[src/rtl/lin_radix_encoder_pkg.sv]
// Shared constants and types for the radix-encoded activation transmitter.
package lin_radix_encoder_pkg;

    localparam int LIN_SIZE = 84;
    localparam int ACT_BITS = 3;

    // Plane index width; a single-plane configuration still needs one bit.
    function automatic int step_width(input int act_bits);
        return (act_bits > 1) ? $clog2(act_bits) : 1;
    endfunction

    localparam int STEP_BITS = step_width(ACT_BITS);
    localparam int IDX_BITS  = $clog2(LIN_SIZE);

    typedef enum logic {
        FILL = 1'b0,
        SEND = 1'b1
    } enc_state_e;

endpackage

[src/rtl/lin_radix_encoder_if.sv]
// Activation input and bit-plane output bundle of the radix encoder.
// Both sides use valid/ready: a transfer happens on a rising clock edge
// where valid and ready are both high; valid never waits on ready and the
// payload holds steady while valid is high and ready is low.
interface lin_radix_encoder_if #(
    parameter int LIN_SIZE  = lin_radix_encoder_pkg::LIN_SIZE,
    parameter int ACT_BITS  = lin_radix_encoder_pkg::ACT_BITS,
    parameter int STEP_BITS = lin_radix_encoder_pkg::step_width(ACT_BITS)
) ();
    import lin_radix_encoder_pkg::*;

    logic                 act_valid;
    logic                 act_ready;
    logic [ACT_BITS-1:0]  act_data;
    logic                 act_last;
    logic                 plane_valid;
    logic                 plane_ready;
    logic [LIN_SIZE-1:0]  plane_data;
    logic [STEP_BITS-1:0] plane_step;
    logic                 plane_last;
    logic                 busy;
    enc_state_e           dbg_state;

    // Encoder side.
    modport master (
        input  act_valid, act_data, act_last, plane_ready,
        output act_ready, plane_valid, plane_data, plane_step, plane_last,
        output busy, dbg_state
    );

    // Producer / linear-unit side.
    modport slave (
        output act_valid, act_data, act_last, plane_ready,
        input  act_ready, plane_valid, plane_data, plane_step, plane_last,
        input  busy, dbg_state
    );

endinterface

[src/rtl/lin_radix_encoder.sv]
// Collects a frame of activations and replays it as bit-planes, MSB first.
module lin_radix_encoder #(
    parameter int LIN_SIZE  = lin_radix_encoder_pkg::LIN_SIZE,
    parameter int ACT_BITS  = lin_radix_encoder_pkg::ACT_BITS,
    parameter int STEP_BITS = lin_radix_encoder_pkg::step_width(ACT_BITS)
) (
    input  logic                 clk,
    input  logic                 rst_n,
    lin_radix_encoder_if.master  bus
);
    import lin_radix_encoder_pkg::*;

    localparam int                   IDX_W    = (LIN_SIZE > 1) ? $clog2(LIN_SIZE) : 1;
    localparam logic [IDX_W-1:0]     IDX_LAST = IDX_W'(LIN_SIZE - 1);
    localparam logic [STEP_BITS-1:0] STEP_TOP = STEP_BITS'(ACT_BITS - 1);

    enc_state_e           state_q, state_d;
    logic [IDX_W-1:0]     idx_q, idx_d;
    logic [STEP_BITS-1:0] step_q, step_d;
    logic                 busy_q, busy_d;
    logic [ACT_BITS-1:0]  buf_q [LIN_SIZE];
    logic [ACT_BITS-1:0]  buf_d [LIN_SIZE];

    logic act_hs, plane_hs, frame_end, plane_done;

    assign act_hs     = (state_q == FILL) && bus.act_valid;
    assign plane_hs   = (state_q == SEND) && bus.plane_ready;
    assign frame_end  = act_hs && ((idx_q == IDX_LAST) || bus.act_last);
    assign plane_done = plane_hs && (step_q == '0);

    // Frame sequencing: write index in FILL, plane countdown in SEND.
    always_comb begin
        state_d = state_q;
        idx_d   = idx_q;
        step_d  = step_q;
        busy_d  = busy_q;
        if (act_hs) begin
            busy_d = 1'b1;
            if (frame_end) begin
                state_d = SEND;
                idx_d   = '0;
                step_d  = STEP_TOP;
            end else begin
                idx_d = idx_q + 1'b1;
            end
        end
        if (plane_hs) begin
            if (plane_done) begin
                state_d = FILL;
                step_d  = STEP_TOP;
                busy_d  = 1'b0;
            end else begin
                step_d = step_q - 1'b1;
            end
        end
    end

    // Buffer update: capture one word per handshake, wipe after the last plane
    // so a short next frame sees zeros in the entries it never writes.
    always_comb begin
        for (int i = 0; i < LIN_SIZE; i++) begin
            buf_d[i] = buf_q[i];
            if (plane_done) begin
                buf_d[i] = '0;
            end else if (act_hs && (idx_q == IDX_W'(i))) begin
                buf_d[i] = bus.act_data;
            end
        end
    end

    // Control registers.
    always_ff @(posedge clk or negedge rst_n) begin
        if (!rst_n) begin
            state_q <= FILL;
            idx_q   <= '0;
            step_q  <= STEP_TOP;
            busy_q  <= 1'b0;
        end else begin
            state_q <= state_d;
            idx_q   <= idx_d;
            step_q  <= step_d;
            busy_q  <= busy_d;
        end
    end

    // Activation buffer registers.
    always_ff @(posedge clk or negedge rst_n) begin
        if (!rst_n) begin
            for (int i = 0; i < LIN_SIZE; i++) buf_q[i] <= '0;
        end else begin
            for (int i = 0; i < LIN_SIZE; i++) buf_q[i] <= buf_d[i];
        end
    end

    // Plane select: bit step of every stored activation.
    for (genvar g = 0; g < LIN_SIZE; g++) begin : g_plane
        assign bus.plane_data[g] = buf_q[g][step_q];
    end

    assign bus.act_ready   = (state_q == FILL);
    assign bus.plane_valid = (state_q == SEND);
    assign bus.plane_step  = step_q;
    assign bus.plane_last  = (state_q == SEND) && (step_q == '0);
    assign bus.busy        = busy_q;
    assign bus.dbg_state   = state_q;

endmodule

[src/flat_wrapper.sv]
// flat-port wrapper written by rule: the top's interface ports become plain ports
module lin_radix_encoder_flat import lin_radix_encoder_pkg::*;
#(
    parameter int LIN_SIZE  = lin_radix_encoder_pkg::LIN_SIZE,
    parameter int ACT_BITS  = lin_radix_encoder_pkg::ACT_BITS,
    parameter int STEP_BITS = lin_radix_encoder_pkg::step_width(ACT_BITS)
)
  (clk, rst_n, bus_act_valid, bus_act_data, bus_act_last, bus_plane_ready, bus_act_ready, bus_plane_valid, bus_plane_data, bus_plane_step, bus_plane_last, bus_busy, bus_dbg_state);
  lin_radix_encoder_if #(.LIN_SIZE(LIN_SIZE), .ACT_BITS(ACT_BITS), .STEP_BITS(STEP_BITS)) bus_i ();
  input  logic clk;
  input  logic rst_n;
  input wire logic [$bits(bus_i.act_valid)-1:0] bus_act_valid;
  input wire logic [$bits(bus_i.act_data)-1:0] bus_act_data;
  input wire logic [$bits(bus_i.act_last)-1:0] bus_act_last;
  input wire logic [$bits(bus_i.plane_ready)-1:0] bus_plane_ready;
  output wire logic [$bits(bus_i.act_ready)-1:0] bus_act_ready;
  output wire logic [$bits(bus_i.plane_valid)-1:0] bus_plane_valid;
  output wire logic [$bits(bus_i.plane_data)-1:0] bus_plane_data;
  output wire logic [$bits(bus_i.plane_step)-1:0] bus_plane_step;
  output wire logic [$bits(bus_i.plane_last)-1:0] bus_plane_last;
  output wire logic [$bits(bus_i.busy)-1:0] bus_busy;
  output wire logic [$bits(bus_i.dbg_state)-1:0] bus_dbg_state;
  assign bus_i.act_valid = bus_act_valid;
  assign bus_i.act_data = bus_act_data;
  assign bus_i.act_last = bus_act_last;
  assign bus_i.plane_ready = bus_plane_ready;
  assign bus_act_ready = bus_i.act_ready;
  assign bus_plane_valid = bus_i.plane_valid;
  assign bus_plane_data = bus_i.plane_data;
  assign bus_plane_step = bus_i.plane_step;
  assign bus_plane_last = bus_i.plane_last;
  assign bus_busy = bus_i.busy;
  assign bus_dbg_state = bus_i.dbg_state;
  lin_radix_encoder #(.LIN_SIZE(LIN_SIZE), .ACT_BITS(ACT_BITS), .STEP_BITS(STEP_BITS)) u_core (.clk(clk), .rst_n(rst_n), .bus(bus_i));
endmodule
[config.mk]
export PLATFORM = sky130hd
export DESIGN_NAME = lin_radix_encoder_flat
export DESIGN_NICKNAME = d
export VERILOG_FILES = /design/src/rtl/lin_radix_encoder_pkg.sv /design/src/rtl/lin_radix_encoder_if.sv /design/src/rtl/lin_radix_encoder.sv /design/src/flat_wrapper.sv
export SDC_FILE = /design/constraint.sdc
export NUM_CORES = 1
export LEC_CHECK = 0
export ABC_AREA = 1
export CELL_PAD_IN_SITES_DETAIL_PLACEMENT = 1
export CELL_PAD_IN_SITES_GLOBAL_PLACEMENT = 2
export CORE_MARGIN = 3
export CORE_UTILIZATION = 35
export CTS_CLUSTER_DIAMETER = 80
export CTS_CLUSTER_SIZE = 28
export DETAILED_ROUTE_END_ITERATION = 16
export PLACE_DENSITY_LB_ADDON = 0.1
export REMOVE_ABC_BUFFERS = 1
export SLEW_MARGIN = 10
export SYNTH_ARGS = -nofsm -noshare
export SYNTH_HDL_FRONTEND = slang
export SYNTH_SLANG_ARGS = --single-unit
[constraint.sdc]
create_clock -name clk -period 3 [get_ports clk]
set_input_delay 0.6 -clock clk [delete_from_list [all_inputs] [get_ports clk]]
set_output_delay 0.6 -clock clk [all_outputs]
set_load 0.01 [all_outputs]
### Word-level counts from Yosys, hierarchy flattened

Cells that the tools add are included.

| storage, ports and cells | value |
|---|---|
| flip-flop bits (word level) | 263 |
| output and inout bits | 91 |

| operators by class | value |
|---|---|
| $add $sub $neg | 2 |
| $lt $le $gt $ge | 1 |
| eq/ne operators | 83 |
| multiplexer cells | 348 |
| bitwise logic cells | 1 |
| reduce and logical (&&, ||, !) cells | 179 |

Operator list:

| cell | number |
|---|---|
| $mux 3 | 168 |
| $eq 7x6->1 const B | 32 |
| $reduce_bool 2->1 | 86 |
| $bmux 1 s2 | 84 |
| $eq 7x7->1 const B | 20 |
| $eq 7x5->1 const B | 16 |
| $mux 1 | 91 |
| $logic_and 1x1->1 | 89 |
| $eq 7x4->1 const B | 8 |
| $eq 7x3->1 const B | 4 |
| $eq 7x2->1 const B | 2 |
| $mux 2 | 4 |
| $add 7x1->7 const B | 1 |
| $eq 7x1->1 const B | 1 |
| $logic_not 7->1 | 1 |
| $mux 7 | 1 |
| $lt 2x3->1 const B | 1 |
| $logic_not 2->1 | 1 |
| $reduce_and 2->1 | 1 |
| $sub 2x1->2 const B | 1 |
| $logic_or 1x1->1 | 1 |
| $not 1->1 | 1 |

### Logic depth before layout (Yosys ltp)

Gate-level depths: netlist of run 1.

| depth | value |
|---|---|
| word-level depth | 7 |
| mapped depth | 14 |

### Least setup slack after synthesis of run 1

No wires, ideal clock.

| timing | value |
|---|---|
| kind | reg-to-reg |
| start | register u_core.step_q[0] (netlist: u_core.bus.plane_step[0]) |
| end | register u_core.buf_q[124] (netlist bit) |
| arrival time | 2142 ps |
| data required time | 2882 ps |
| slack | 740 ps |
| stages on the path, launching flop included | 15 |
| path buffers | 5 |
| period minus slack after synthesis | 2260 ps |
| cells stage by stage | dfrtp_1 > buf_2 > inv_2 > buf_2 > clkbuf_1 > ha_1 > inv_1 > nor2_4 > inv_2 > nand2_2 > buf_4 > inv_2 > buf_2 > nand2_1 > nand2_1 |

| between the ends | value |
|---|---|
| longest elaborated chain between the ends | 3 |
| elaborated cells between the ends (all ways) | 4 |

RTL lines:

| element | RTL line | source |
|---|---|---|
| start, declared | lin_radix_encoder.sv:19 | `logic [STEP_BITS-1:0] step_q, step_d;` |
| start signal, assigned | lin_radix_encoder.sv:81 | `step_q <= step_d;` |
| $logic_not 2->1 * | lin_radix_encoder.sv:29 | `assign plane_done = plane_hs && (step_q == '0);` |
| $logic_and 1x1->1 * | lin_radix_encoder.sv:29 |  |
| $mux 3 / $reduce_bool 2->1 (equally long branches) | - |  |
| end, declared | lin_radix_encoder.sv:21 | `logic [ACT_BITS-1:0] buf_q [LIN_SIZE];` |

Mark *: on every way between the ends. The rest lies on a longest branch, timed or not.
A chain may end at the register's enable or synchronous reset.

### Worst setup path after layout of run 1

| timing | value |
|---|---|
| start | register u_core.step_q[1] (netlist: u_core.bus.plane_step[1]) |
| end | output bus_plane_data[56] |

| between the ends | value |
|---|---|
| longest elaborated chain between the ends | 2 |

RTL lines:

| element | RTL line | source |
|---|---|---|
| $bmux 1 s2 | lin_radix_encoder.sv:97 | `assign bus.plane_data[g] = buf_q[g][step_q];` |
| $mux 1 (implied by the code) | lin_radix_encoder.sv:97 |  |
| end, declared | flat_wrapper.sv:18 | `output wire logic [$bits(bus_i.plane_data)-1:0] bus_plane_data;` |

No other way between the ends. The select of a mux whose other input is x is not followed.

==> qor.yml, run 1 <==
outcome: "completed"
crit_path_max_fanout: 26
drive_above_1_share_pct: 8.65
grt_pass1_wl_um: 69900
clk_root_buffer_cell: "sky130_fd_sc_hd__clkbuf_16"
clkLatencyLatePin_ps: 530
cp_slowest_cell: "sky130_fd_sc_hd__clkdlybuf4s50_1"
dieHeight_um: 197
setup_slack_ps: 41.7
synthToLayoutAreaGrowth_pct: 19.1
ys_warn_count: 0
total_clock_sinks: 263
worstPathArrival_ps: 2360
worstSetupPathType: "reg2out"
layoutNonFillerInstCount: 2160
timing.final.setup_violations: 0
tritoncts: "done"
timing.critical_path.required_ps: 2400
die_area_mm2: 0.0389
io-pin-count: 99
maxSlewViolCount: 0
cts-buffers-inserted: 18
grt_start_max_net_pins: 90
clock_skews_ps: 36.3
final.min_clock_period_ps: 2960
synth_seq_cells: 263
vdd.ir_drop.worst_mv: 0.434
ctsHtreeMaxLevel: 1
antenna_found_initial: 0
critical_path.startpoint_type: "register"
hp-class: "in2async"
grt_remaining_overflow: 0
cpPeakStageDelay_ps: 600
leakage_nw: 7.82
drt.antenna.violating_nets: 0
final.period_utilization_pct: 98.6
initial_util_pct: 35.7
place_congestion: 0.781
synth.top_cell.area_share_pct: 51.3
die_width_um: 197
layout.cells.most_common: "sky130_fd_sc_hd__nand2_1"
syn_area_per_cell_um2: 7.85
pre_cts_setup_slack_ps: 165
cts_max_path_buffers: 3
placed_cells: 2120
rsz_0062_raised_after_global_routing: "true"
num_vias: 11500
synthDominantAreaCellType: "sky130_fd_sc_hd__dfrtp_1"
clkTransAtPathRegs_ps: 110
ys_types: 29
antenna-diode-count: 0
core_area_mm2: 0.0358
mostFrequentLayoutCells: "sky130_fd_sc_hd__nand2_1 (444), sky130_fd_sc_hd__nand3_1 (277), sky130_fd_sc_hd__dfrtp_1 (261)"
ys_top_cells_by_area: "sky130_fd_sc_hd__dfrtp_1 (51%), sky130_fd_sc_hd__nand2_1 (13%), sky130_fd_sc_hd__nand3_1 (11%)"
nets: 1700
buffer_ports.inserted: 98
worst_r2r_src: "u_core.bus.plane_step[0]"
routed_wirelength_um: 44400
critical_path.cell_chain: "inv_4 -> buf_12 -> o21ai_0 -> o21ai_0 -> clkdlybuf4s50_1"
number_of_global_route_vias_before_repair: 12000
global_route.usage.total_pct: 22.7
first_iter_violations: 599
dp_hpwl_um: 26300
critPathCaptureType: "output port"
cts_hold_buffers: 0
drt_drc_violations_left: 0
std_cell_rows: 69
pwr_density_cell_mw_per_mm2: 749
synth_cells: 1628
routedWlPerCell_um: 20.6
detail_route.vias_per_cell: 5.32
maxCapViolCount: 0
max_freq_mhz: 338
finalHoldViolCount: 0
timing.slew.headroom_pct: 23.9
cpMostUsedCell: "sky130_fd_sc_hd__o21ai_0"
timing.critical_path.from: "u_core.bus.plane_step[1]"
worstMarginPinSlew_ps: 1140
synth.yosys.seq_area_share_pct: 51.5
detailedRoute.firstPassIterationCount: 5
syn-cell-area_mm2: 0.0128
[power by group]
| group | switching, mW | internal (mW) | total [mW] |
|---|---|---|---|
| Sequential | 0.204 | 3.81 | 4.01 |
| Combinational | 2.96 | 1.68 | 4.63 |
| Clock | 1.50 | 1.27 | 2.77 |
[synthesized netlist by cell type (all sizes together)]
| cell | number |
|---|---|
| ha | 5 |
| nand3 | 281 |
| o22ai | 1 |
| o21ai | 283 |
| nor2 | 163 |
| a21oi | 8 |
| inv | 49 |
| dfstp | 1 |
| dfrtp | 262 |
| clkbuf | 55 |
| nand4 | 2 |
| buf | 46 |
| xor2 | 2 |
| nor3 | 6 |
| nand2 | 464 |
[worst max-delay path, delay by kind of cell, from the launching register on]
family / cells / cell delay [ps]
AO/OA/AOI/OAI: 2 / 350
buffers and inverters: 3 / 970
flip-flops: 1 / 520
[per-layer routing]
layer	routed length (um)	GRT usage, %
met4	613	3.62
met3	1160	1.98
met2	21800	39.8
met5	0	0
met1	20800	31.6
[kinds of logic after synthesis]
| kind of cell | Yosys count | synth area share [%] |
|---|---|---|
| AO/OA/AOI/OAI | 292 | 11.5 |
| XOR/XNOR | 2 | 0.137 |
| adder cells (fa/ha/maj) | 5 | 0.489 |
| buffers and inverters | 150 | 4.92 |
| flip-flops | 263 | 51.5 |
| AND/OR/NAND/NOR | 916 | 31.4 |
[path summary, 6_finish.rpt]
check	endpoint	slack [ps]	depth (start not counted)
max	bus_plane_data[56]	40	5
min	u_core.buf_q[59]	40	1
max reg2reg	u_core.buf_q[199]	350	10
min reg2reg	u_core.buf_q[114]	470	2
max in group asynchronous	u_core.bus.plane_step[1]	2140	2
min in group clk	u_core.buf_q[114]	470	2
[timing repair]
item                       in CTS  in global routing
resized for setup              46                 51
pin swaps                       1                  1
cloned                          2                  2
setup buffers                   4                  0
setup endpoints to repair      80                 49
[metrics by stage]
step	hold WS [ps]	area [um2]	util [%]	total power [mW]	setup TNS, ps
after CTS	43.6	15100	42.0	11.5	-122
after floorplan	304	12300	-	6.05	-809000
after global routing	49.4	15200	42.5	12.1	-303
final	38.3	15200	42.5	11.4	0
after detailed placement	457	14300	40.0	8.52	0
after global placement	449	14300	40.0	8.46	0
[cell type report]
| cell class | count | area [um2] |
|---|---|---|
| Fill cell | 4318 | 20600 |
| Sequential cell | 263 | 6590 |
| Multi-Input combinational cell | 1215 | 5590 |
| Timing Repair Buffer | 139 | 1640 |
| Tap cell | 461 | 577 |
| Clock buffer | 20 | 489 |
| Inverter | 49 | 204 |
| Clock inverter | 12 | 146 |
| Timing Repair inverter | 1 | 6.26 |
[state kept, by name, summed over array words and instances, names as in the netlist]
name	cells
u_core.bus.dbg_state	1
u_core.bus.plane_step	2
u_core.idx_q	7
u_core.bus.busy	1
u_core.buf_q	252
Note: power is estimated with default switching activity, not from simulation.
==> inputs of run 2 (changes only) <==
- CAP_MARGIN: default -> 20
==> qor.yml, run 2 (synthesis results as in run 1) <==
outcome: "completed"
number_of_global_route_vias_before_repair: 12000  # +0.43%
grt_remaining_overflow: 0  # unchanged
layout.cells.most_common: "sky130_fd_sc_hd__nand2_1"
global_routing_met2_resource_utilization_pct: 39.3  # -0.55 points
clkTransAtPathRegs_ps: 80  # -30 ps
grt_pass1_wl_um: 69500  # -0.58%
dieHeight_um: 197  # unchanged
final.min_clock_period_ps: 2960  # -0.209 ps
final.period_utilization_pct: 98.6  # about the same
tritoncts: "done"
registers.top_by_ff_count: "u_core.buf_q"
grt-busiest-layer: "met2"
drt_drc_violations_left: 0  # unchanged
buffer_ports.inserted: 98  # unchanged
initial_util_pct: 35.7  # unchanged
cts_hold_buffers: 0  # unchanged
cts-buffers-inserted: 19  # +1
mostFrequentLayoutCells: "sky130_fd_sc_hd__nand2_1 (444), sky130_fd_sc_hd__nand3_1 (277), sky130_fd_sc_hd__dfrtp_1 (261)"
total_clock_sinks: 263  # unchanged
worstSetupPathType: "reg2out"
ctsHtreeMaxLevel: 1  # unchanged
cts_max_path_buffers: 3  # unchanged
maxSlewViolCount: 0  # unchanged
grt_start_max_net_pins: 90  # unchanged
num_vias: 11600  # +0.66%
critPathCaptureType: "output port"
grt.met3_usage_pct: 2.01  # +0.034 points
met1_grt_util_pct: 31.4  # -0.13 points
rsz_0062_raised_after_global_routing: "true"
antenna-diode-count: 0  # unchanged
clock_skews_ps: 18.4  # -17.9 ps
detail_route.vias_per_cell: 5.35  # +0.48%
pwr_density_cell_mw_per_mm2: 757  # +1.1%
antenna_found_initial: 0  # unchanged
core_area_mm2: 0.0358  # unchanged
clk_root_buffer_cell: "sky130_fd_sc_hd__clkbuf_16"
largest_reg_flops: 252  # unchanged
die_area_mm2: 0.0389  # unchanged
clkLatencyLatePin_ps: 520  # about the same
vdd.ir_drop.worst_mv: 0.396  # -8.8%
critical_path.startpoint_type: "register"
first_iter_violations: 633  # +5.7%
drt.antenna.violating_nets: 0  # unchanged
std_cell_rows: 69  # unchanged
leakage_nw: 7.72  # -1.2%
place_congestion: 0.781  # unchanged
maxCapViolCount: 0  # unchanged
worstMarginPinSlew_ps: 920  # -220 ps
timing.final.setup_violations: 0  # unchanged
detailedRoute.firstPassIterationCount: 5  # unchanged
worstPathArrival_ps: 2360  # about the same
timing.slew.headroom_pct: 38.7  # +15 points
finalHoldViolCount: 0  # unchanged
die_width_um: 197  # unchanged
routed_wirelength_um: 44700  # +0.58%
max_freq_mhz: 338  # about the same
drive_above_1_share_pct: 8.69  # +0.038 points
final_core_utilization_pct: 42.6  # +0.063 points
synthToLayoutAreaGrowth_pct: 19.3
final.hold.worst_slack_ps: 65.2  # +26.9 ps
dp_hpwl_um: 26500  # +0.48%
global_route.usage.total_pct: 22.6  # -0.16 points
crit_path_max_fanout: 34  # +31%
nets: 1705  # +0.29%
io-pin-count: 99  # unchanged
hp-class: "in2async"
timing.critical_path.required_ps: 2400  # about the same
routedWlPerCell_um: 20.6  # +0.39%
totalNegativeSetupSlack_ps: 0  # unchanged
-- run 2: area by class of cell --
cell class	count	area (um2)
Inverter	49	204
Clock inverter	9	120
Sequential cell	263	6590
Clock buffer	23	510
Timing Repair Buffer	143	1670
Multi-Input combinational cell	1215	5590
Timing Repair inverter	1	6.26
Fill cell	4290	20600
Tap cell	461	577
-- run 2: repair_timing --
action / in CTS / in global routing
setup endpoints to repair: 62 / 49
endpoints found under the hold margin: 0 / 0
pin swaps: 3 / 5
gates cloned: 3 / 3
resized for setup: 54 / 35
setup buffers: 3 / 2
-- run 2: path summary, 6_finish.rpt --
path                                     startpoint                        to  slack, ps  cells past startpoint
setup / recovery           u_core.bus.plane_step[1]        bus_plane_data[49]         40                      4
hold / removal                                rst_n         u_core.buf_q[251]         70                      1
setup reg to reg           u_core.bus.plane_step[0]         u_core.buf_q[193]        190                     10
hold reg to reg                    u_core.buf_q[63]          u_core.buf_q[63]        470                      2
max in group asynchronous                     rst_n  u_core.bus.plane_step[1]       2140                      2
min in group clk                   u_core.buf_q[63]          u_core.buf_q[63]        470                      2
-- run 2: layer usage --
metal / vias up / share of wire [%]
met5: - / 0
met4: 0 / 1.3
met3: 40 / 2.9
met2: 155 / 48
met1: 5861 / 47
li1: 5516 / -
-- run 2: where the power goes --
| part | leakage (nW) | total (mW) | internal, mW | switching [mW] |
|---|---|---|---|---|
| Sequential | 3.64 | 4.02 | 3.81 | 0.210 |
| Clock | 0.309 | 2.77 | 1.36 | 1.42 |
| Combinational | 3.77 | 4.76 | 1.75 | 3.01 |
-- run 2: stage by stage --
step                      std cells  instance area (um2)  setup WS, ps  power [mW]
final                          2164                15300          41.9        11.6
after detailed placement       2121                14400           175        8.52
after CTS                      2159                15100         -26.0        11.5
after floorplan                1527                12300         -3250        6.05
after global routing           2164                15300         -17.3        12.3
after global placement         2120                14300           174        8.46
-- run 2: critical path, cell delays in order (launching register included) --
cell and delay [ps]:
sky130_fd_sc_hd__dfstp_4 720, sky130_fd_sc_hd__buf_16 240, sky130_fd_sc_hd__nand3_1 120, sky130_fd_sc_hd__o21ai_1 160
sky130_fd_sc_hd__clkdlybuf4s50_1 590
